==> config.mk <==
export PLATFORM = sky130hd
export DESIGN_NAME = mem_port_arbiter
export DESIGN_NICKNAME = d
export VERILOG_FILES = /design/src/rtl/mem_arb_pkg.sv /design/src/rtl/rr_picker.sv /design/src/rtl/mem_port_arbiter.sv
export SDC_FILE = /design/constraint.sdc
export NUM_CORES = 1
export LEC_CHECK = 0
export ABC_CLOCK_PERIOD_IN_PS = 4400
export BUFFER_PORTS_ARGS = -buffer_cell sky130_fd_sc_hd__buf_2
export CAP_MARGIN = 10
export CELL_PAD_IN_SITES_DETAIL_PLACEMENT = 0
export CELL_PAD_IN_SITES_GLOBAL_PLACEMENT = 1
export CORE_UTILIZATION = 20
export CTS_CLUSTER_SIZE = 20
export DETAILED_ROUTE_END_ITERATION = 10
export GPL_TIMING_DRIVEN = 0
export PLACE_DENSITY = 0.95
export SYNTH_ARGS = -nofsm -noshare
export SYNTH_HDL_FRONTEND = slang
export SYNTH_SLANG_ARGS = --single-unit
==> constraint.sdc <==
create_clock -name clk -period 4.4 [get_ports clk]
set_input_delay 0.88 -clock clk [delete_from_list [all_inputs] [get_ports clk]]
set_output_delay 0.88 -clock clk [all_outputs]
set_load 0.05 [all_outputs]
==> src/rtl/mem_arb_pkg.sv <==
// mem_arb_pkg: shared state encoding and default parameters for the memory port arbiter
package mem_arb_pkg;
    localparam int STATE_W = 2;
    localparam int DEF_NREQ = 2;
    localparam int DEF_AW = 4;
    localparam int DEF_DW = 16;
    localparam int DEF_MAX_BURST = 16;
    typedef enum logic [STATE_W-1:0] {IDLE, ACCESS, RESP} state_t;
endpackage

==> src/rtl/rr_picker.sv <==
// rr_picker: combinational round-robin pick, first set req bit at or above ptr with wrap
module rr_picker #(
    parameter int N = 2,
    localparam int IW = $clog2(N)
) (
    input  logic [N-1:0]  req,
    input  logic [IW-1:0] ptr,
    output logic [N-1:0]  gnt,
    output logic [IW-1:0] idx
);
    // scan offsets from farthest to nearest so the nearest set bit wins
    always_comb begin
        idx = '0;
        for (int k = N - 1; k >= 0; k--)
            if (req[(int'(ptr) + k) % N]) idx = IW'((int'(ptr) + k) % N);
        gnt = |req ? (N'(1) << idx) : '0;
    end
endmodule

==> src/rtl/mem_port_arbiter.sv <==
// mem_port_arbiter: round-robin sharing of one single-port sync RAM; MEM_ARB_BURST_EN adds lock bursts
module mem_port_arbiter
    import mem_arb_pkg::*;
#(
    parameter int NREQ = DEF_NREQ,
    parameter int AW = DEF_AW,
    parameter int DW = DEF_DW,
    parameter int MAX_BURST = DEF_MAX_BURST
) (
    input  logic                clk,
    input  logic                rst,
    input  logic [NREQ-1:0]     req,
    input  logic [NREQ-1:0]     we,
    input  logic [NREQ*AW-1:0]  addr,
    input  logic [NREQ*DW-1:0]  wdata,
`ifdef MEM_ARB_BURST_EN
    input  logic [NREQ-1:0]     lock,
`endif
    output logic [NREQ-1:0]     gnt,
    output logic [NREQ-1:0]     rvalid,
    output logic [DW-1:0]       rdata,
    output logic                ram_we,
    output logic [AW-1:0]       ram_addr,
    output logic [DW-1:0]       ram_wdata,
    input  logic [DW-1:0]       ram_rdata,
    output logic                busy
);
    localparam int IW = $clog2(NREQ);
    state_t state;
    logic [IW-1:0] winner, ptr, pick_idx, next_ptr;
    logic [NREQ-1:0] pick_gnt;
    logic finish, more;
    rr_picker #(.N(NREQ)) u_pick (.req(req), .ptr(ptr), .gnt(pick_gnt), .idx(pick_idx));
    assign finish = (state == ACCESS && we[winner]) || state == RESP;
    assign next_ptr = winner == IW'(NREQ - 1) ? '0 : winner + 1'b1;
`ifdef MEM_ARB_BURST_EN
    localparam int CW = $clog2(MAX_BURST) + 1;
    logic [CW-1:0] count;
    assign more = lock[winner] && (count + CW'(1)) < CW'(MAX_BURST);
    // completed accesses within the current grant; cleared whenever idle
    always_ff @(posedge clk or posedge rst)
        if (rst) count <= '0;
        else if (state == IDLE) count <= '0;
        else if (finish && more) count <= count + CW'(1);
`else
    assign more = 1'b0;
`endif
    // arbitration FSM: pick in IDLE, one access cycle, optional read response cycle
    always_ff @(posedge clk or posedge rst)
        if (rst) begin
            state <= IDLE;
            winner <= '0;
            ptr <= '0;
        end else begin
            case (state)
                IDLE: if (|pick_gnt) begin
                    winner <= pick_idx;
                    state <= ACCESS;
                end
                ACCESS, RESP: if (!finish) state <= RESP;
                else if (more) state <= ACCESS;
                else begin
                    state <= IDLE;
                    ptr <= next_ptr;
                end
                default: state <= IDLE;
            endcase
        end
    // RAM controls and responses decode straight from the registered state
    always_comb begin
        gnt = state == ACCESS ? NREQ'(1) << winner : '0;
        rvalid = state == RESP ? NREQ'(1) << winner : '0;
        ram_we = state == ACCESS && we[winner];
        ram_addr = state == ACCESS ? addr[int'(winner)*AW +: AW] : '0;
        ram_wdata = state == ACCESS ? wdata[int'(winner)*DW +: DW] : '0;
        rdata = state == RESP ? ram_rdata : '0;
        busy = state != IDLE;
    end
endmodule

After elaboration in Yosys (flattened, before gate mapping)
Index checks and enable logic that the tools add are counted.

Flip-flop bits (word level): 4. Input port bits: 62. Word-level logic and storage cells: 44.

Add/sub/neg operators: 2. Order comparisons: 3. Equality and inequality tests: 3. Shifts and indexed selects: 4. Muxes and demuxes: 19. Bitwise gates (word level): 1. Reduce and logical (&&, ||, !) cells: 9.

Operators with widths (count): $mux W16 (2); $shiftx A32 B6 Y16 (1); $mux W1 (10); $mux W2 (5); $shiftx A8 B4 Y4 (1); $reduce_or A2 Y1 (3); $lt A1 B2 Y1 const B (2); $mux W4 (1); $pmux W2 S2 (1); $reduce_and A2 Y1 (2); $shl A1 B1 Y2 const A (2); $lt A2 B3 Y1 const B (1); $add A1 B1 Y1 const B (2); $eq A2 B1 Y1 const B (1); $eq A2 B2 Y1 const B (1); $logic_not A2 Y1 (1); $ne A2 B2 Y1 const B (1); $reduce_bool A2 Y1 (1); $and A1 B1 Y1 const A (1); $logic_and A1 B1 Y1 (1); $logic_or A1 B1 Y1 (1).

Logic depth before layout (Yosys ltp)
Gate-level depths: netlist of the first run.

Depth after elaboration: 12. Gate-level depth with buffers: 6. Gate-level depth less buffers: 5.

Cells and area by module
A second synthesis of the first run with hierarchy kept.

Cells, all modules: 98. Area total of the unflattened synthesis: 785.8 um^2.

Modules (own cells, without submodules): mem_port_arbiter (instances 1, cells each 94, area an instance 759.5 um^2, sequential area each 100.1 um^2); rr_picker (instances 1, cells each 4, area an instance 26.3 um^2, sequential area each 0.0 um^2).

Least setup slack after synthesis of the first run
No wires, ideal clock.

Path kind: input port to output port. Start: input wdata[16]. End: output ram_wdata[0]. Arrival: 1.632 ns. Setup slack: 1.888 ns. Cell stages on the path: 2. Buffers on the path: 0. Cells stage by stage: mux2i_1 -> nor2b_1.

Cells in the longest elaborated chain, start to end: 2.

Ends and longest elaborated chain: start: declaration (line mem_port_arbiter.sv:15) `input logic [NREQ*DW-1:0] wdata,`; $shiftx A32 B6 Y16 (line mem_port_arbiter.sv:75) `ram_wdata = state == ACCESS ? wdata[int'(winner)*DW +: DW] : '0;`; $mux W16 (line mem_port_arbiter.sv:75); end: declaration (line mem_port_arbiter.sv:24) `output logic [DW-1:0] ram_wdata,`.

No other way between the ends.

Final worst setup path of the first run
Start: register state[0]. End: output rdata[14].

Cells in the longest elaborated chain, start to end: 2.

Ends and longest elaborated chain: start: declaration (line mem_port_arbiter.sv:29) `state_t state;`; start signal: assignment (line mem_port_arbiter.sv:51) `state <= IDLE;`; start signal: assignment (line mem_port_arbiter.sv:58) `state <= ACCESS;`; start signal: assignment (line mem_port_arbiter.sv:60) `ACCESS, RESP: if (!finish) state <= RESP;`; $eq A2 B2 Y1 (line mem_port_arbiter.sv:76) `rdata = state == RESP ? ram_rdata : '0;`; $mux W16 (line mem_port_arbiter.sv:76); end: declaration (line mem_port_arbiter.sv:21) `output logic [DW-1:0] rdata,`.

No other way between the ends.

==> flow_summary.json, run 1 <==
{
  "drive_gt1_share_pct": 54.73,
  "first_pass_iters": 4,
  "area_delta_synth_final_pct": 81.83,
  "io_pins": 104,
  "cts_tree": "done",
  "p_per_area_nw_per_um2": 778.6,
  "synth_top_cell_by_area": "mux2i_1",
  "clk_latency_ps": 220,
  "portBuffers": 103,
  "wl_per_cell_um": 10.34,
  "setup_viol": 0,
  "hpwl_um": 2124,
  "drt_iter0_drc": 9,
  "die_area_um2": 4002,
  "path_class": "reg2out",
  "critPathBufInv": 4,
  "vias": 1040,
  "row_count": 21,
  "syn-num-nets": 161,
  "min_path_type": "in2async",
  "slew_violations": 0,
  "wl_met1_um": 914,
  "path_cells": "inv_1 -> ha_1 -> clkbuf_1 -> clkbuf_1 -> and2_1 -> buf_2",
  "cts_sinks": 4,
  "yosys-top-cells-area": "mux2i_1 28%, nor2b_1 18%, and2_1 15%",
  "worstPathMaxFanout": 10,
  "synth-adder-area-share_pct": 6.667,
  "start_util_pct": 21.65,
  "n_antenna_cell": 0,
  "cpPeakStageDelay_ps": 420,
  "cp-start-kind": "register",
  "rsz0062_at_grt": "false",
  "top_layer": "met4",
  "synth_top_family_by_area": "simple AND/OR/NAND/NOR gates",
  "ctsRootBufferMaster": "clkbuf_8",
  "h-tree-depth": 1,
  "min_period_over_period_pct": 63.77,
  "avgSynthCellArea_um2": 7.902,
  "path_common_cell": "clkbuf_1",
  "syn-cell-area_um2": 750.7,
  "status": "completed",
  "muxShareOfSynthArea_pct": 28.00,
  "die_y_um": 63.27,
  "grt_max_degree": 11,
  "synth_warnings": 0,
  "ir_drop_uv": 161.5,
  "wirelength_um": 2555,
  "cpMaxStageDelayCell": "dfrtp_1",
  "track_usage_pct": 12.96,
  "clock_path_buffers": 2,
  "hold_buffers": 0,
  "grt_pass1_wl_um": 4050,
  "synth_common_cells": "22 x nor2b_1, 21 x mux2i_1, 18 x and2_1",
  "crit_arrival_ps": 1930,
  "clkTransAtPathRegs_ps": 30,
  "finalWeightedCongestion": 0.7857,
  "synth-xor-area-share_pct": 0,
  "worst_hold_slack_ps": 530.6,
  "multi_input_area_um2": 594.3,
  "synth_cell_types": 19,
  "grt_pass1_vias": 968,
  "tightestPinTransition_ps": 358.8,
  "syn_inst": 95,
  "fmax_mhz": 356.4,
  "design.core.area_um2": 3468,
  "cts_setup_buffers": 0,
  "synth_compound_area_share_pct": 4.500,
  "maxCapViolations": 0,
  "fill_cells": 371,
  "async_flop_share_pct": 100.0,
  "ant_nets": 0,
  "relSlewSlack_pct": 76.08,
  "clock_skew_ps": 1.967,
  "synth_seq_area_share_pct": 13.33,
  "drc": 0,
  "synth_top_area_share_pct": 28.00,
  "cts-resized-gates": 0,
  "via_per_inst": 4.211,
  "finalSetupTns_ps": 0,
  "numCtsBuffers": 3,
  "regArea_um2": 100.1,
  "die_x_um": 63.27,
  "crit_path_end_kind": "primary output",
  "antenna_found_initial": 0,
  "grt_overflow": 0,
  "synth-seq-cells": 4,
  "synthMostInstantiatedCell": "nor2b_1",
  "synth_flop_cell": "dfrtp_1",
  "yosys.area_share.simple_pct": 40.00,
  "synth_edf_count": 0,
  "hold_viol_final": 0,
  "p_leak_nw": 0.8444,
  "wl_met2_um": 1302,
  "required_ps": 3520,
  "nets": 269,
  "critical-path-top-delay-family": "buffers and inverters",
  "fin_crit_ps": 2806,
  "wl_met3_um": 265
}
==> cells in the final DEF (no fill, tap or decap), drive strengths merged <==
master,netlist,layout
a21oi,2,2
a31oi,1,1
and2,18,18
buf,3,106
clkbuf,4,7
dfrtp,4,4
ha,4,4
inv,4,4
mux2i,21,21
nand2,3,3
nand4,1,1
nor2,3,3
nor2b,23,23
nor3,1,1
nor3b,1,1
o311a,1,1
o31ai,1,1
==> cells by family (layout without fill, tap and decap cells) <==
family / after synthesis / count (layout)
AOI/OAI and AO/OA: 5 / 5
adders and majority gates: 4 / 4
buffers and inverters: 11 / 117
DFF: 4 / 4
muxes: 21 / 21
and+or+nand+nor: 50 / 50
==> flip-flops by register name, summed over array words and instances (netlist names) <==
register,flops
ptr,1
state,2
winner,1
==> layer usage <==
metal | GRT usage [%] | up-vias
li1 | - | 523
met1 | 12.64 | 436
met2 | 25.27 | 75
met3 | 1.993 | 6
met4 | 7.670 | 0
met5 | 0 | -
==> final timing paths <==
kind	from	end	slack, ps	depth (start not counted)
min in group clk	state[1]	state[1]	550	2
setup reg to reg	state[0]	ptr	3000	4
hold reg to reg	state[1]	state[1]	550	2
max in group asynchronous	rst	winner	3730	2
hold / removal	rst	ptr	530	2
setup / recovery	state[0]	rdata[14]	1590	6
==> power breakdown <==
part           leakage [nW]  switching, mW  total, mW  internal (mW)
clock network        0.0216         0.0191     0.0774         0.0583
registers            0.0496         0.0165     0.0715         0.0550
logic                 0.773          0.639      0.914          0.275
==> final cells by class <==
cell class              count  area share, %
well taps                  46          4.216
clock buffers               3          3.025
flip-flops and latches      4          7.333
multi-input cells          80          43.54
plain buffers               7          3.025
repair buffers            103          37.76
inverters                   4          1.100
==> metrics by stage <==
step	total power [mW]	area [um2]	utilization (%)	instances	setup slack [ps]
2_1_floorplan	0.7983	750.7	-	95	1888
3_3_place_gp	0.9849	1324	38.17	244	1848
3_5_place_dp	0.9921	1324	38.17	244	1790
4_1_cts	1.074	1365	39.36	247	1552
5_1_grt	1.130	1365	39.36	247	1418
6_report	1.063	1365	39.36	247	1594
Power figures use the tool's default switching activity.
==> run 2: changes to the inputs <==
ABC_CLOCK_PERIOD_IN_PS = 2700   (was 4400)
CORE_UTILIZATION = 18   (was 20)
PLACE_DENSITY = 0.89   (was 0.95)
clock period = 2.7 ns   (was 4.4 ns; I/O delays follow)
==> run 2 against run 1 <==
Sequential share of layout area about the same. Critical path depth unchanged. Die area rose by 11%. Largest power group unchanged.
==> flow_summary.json, run 2 (synthesized netlist as in run 1, its figures left out) <==
{
  "status": "completed",
  "fill_cells": 445,
  "portBuffers": 103,
  "ant_nets": 0,
  "final_common_cell": "buf_2",
  "cts_sinks": 4,
  "p_per_area_nw_per_um2": 1253,
  "ir_drop_uv": 311.6,
  "h-tree-depth": 1,
  "hpwl_um": 1970,
  "p_total_mw": 1.717,
  "antenna_found_initial": 0,
  "n_antenna_cell": 0,
  "place_ws_ps": 438.8,
  "numCtsBuffers": 3,
  "via_per_inst": 4.104,
  "rsz0062_at_grt": "false",
  "hold_buffers": 0,
  "maxCapViolations": 0,
  "wirelength_um": 2320,
  "area_delta_synth_final_pct": 82.50,
  "layout_setup_ws_ps": 257.7,
  "critPathBufInv": 4,
  "min_period_over_period_pct": 90.45,
  "first_pass_iters": 6,
  "cpMaxStageDelayCell": "dfrtp_1",
  "largest_reg_flops": 2,
  "worstPathMaxFanout": 10,
  "clkTransAtPathRegs_ps": 30,
  "cts_setup_buffers": 0,
  "path_cells": "inv_1 -> ha_1 -> clkbuf_1 -> clkbuf_1 -> and2_1 -> buf_2",
  "track_usage_pct": 9.327,
  "hold_viol_final": 0,
  "finalWeightedCongestion": 0.7159,
  "p_leak_nw": 0.8444,
  "row_count": 23,
  "drive_gt1_share_pct": 54.73,
  "required_ps": 2160,
  "clk_latency_ps": 220,
  "die_area_um2": 4433,
  "cts-resized-gates": 0,
  "die_y_um": 66.58,
  "layout_common_cells": "103 x buf_2, 22 x nor2b_1, 21 x mux2i_1, 18 x and2_1",
  "path_class": "reg2out",
  "grt_pass1_vias": 824,
  "relSlewSlack_pct": 76.85,
  "tightestPinTransition_ps": 347.3,
  "setup_viol": 0,
  "clock_skew_ps": 4.176,
  "drt_iter0_drc": 32,
  "min_path_type": "in2async",
  "start_util_pct": 18.77,
  "design.core.area_um2": 4000,
  "drc": 0,
  "ctsRootBufferMaster": "clkbuf_8",
  "cpPeakStageDelay_ps": 410,
  "grt_max_degree": 11,
  "largest_registers": "state x2, ptr x1, winner x1",
  "grt_pass1_wl_um": 3229,
  "regMostFlops": "state",
  "cts_tree": "done",
  "crit_path_end_kind": "primary output",
  "fmax_mhz": 409.5,
  "wl_per_cell_um": 9.243,
  "clock_path_buffers": 2,
  "finalSetupTns_ps": 0,
  "crit_arrival_ps": 1900,
  "die_x_um": 66.58,
  "critical-path-top-delay-family": "buffers and inverters",
  "slew_violations": 0,
  "io_pins": 104,
  "fin_crit_ps": 2442,
  "nets": 269,
  "vias": 1030,
  "path_common_cell": "clkbuf_1",
  "grt_overflow": 0,
  "cp-start-kind": "register"
}
==> run 2: cell type report <==
| class | count | area, um2 | area share (%) |
|---|---|---|---|
| repair buffers | 103 | 515.5 | 37.63 |
| well taps | 50 | 62.56 | 4.566 |
| clock buffers | 3 | 41.29 | 3.014 |
| multi-input cells | 80 | 594.3 | 43.38 |
| flip-flops and latches | 4 | 100.1 | 7.306 |
| inverters | 4 | 15.01 | 1.096 |
| plain buffers | 7 | 41.29 | 3.014 |
==> run 2: power breakdown <==
part / switching (mW) / internal (mW) / total [mW]
clock: 0.0289 / 0.0948 / 0.124
sequential: 0.0248 / 0.0897 / 0.114
combinational: 1.03 / 0.448 / 1.48
==> run 2: routing by layer <==
metal  GRT usage [%]  up-vias  share of wire (%)
met1           10.46      438                 39
li1                -      523                  -
met2           17.42       69                 50
met4           2.394        0                  0
met5               0        -                  0
met3           2.055        0                 10
==> run 2: final timing paths <==
| kind | from | endpoint | slack [ps] | cells past startpoint |
|---|---|---|---|---|
| setup / recovery | state[0] | rdata[11] | 260 | 6 |
| hold / removal | rst | winner | 200 | 2 |
| setup reg to reg | state[0] | ptr | 1340 | 4 |
| hold reg to reg | state[1] | state[1] | 550 | 2 |
| max in group asynchronous | rst | state[1] | 2350 | 2 |
| min in group clk | state[1] | state[1] | 550 | 2 |
==> run 2: stage by stage <==
step	std cells	hold slack, ps	area (um2)	util (%)
2_1_floorplan	95	306.1	750.7	-
3_3_place_gp	248	418.6	1329	33.22
3_5_place_dp	248	425.6	1329	33.22
4_1_cts	251	197.0	1370	34.25
5_1_grt	251	217.1	1370	34.25
6_report	251	196.2	1370	34.25
==> run 2: worst register-to-register path, stage by stage, from the launching register on <==
cell	delay (ps)
dfrtp_1	390
inv_1	80
ha_1	210
clkbuf_1	200
o311a_1	360
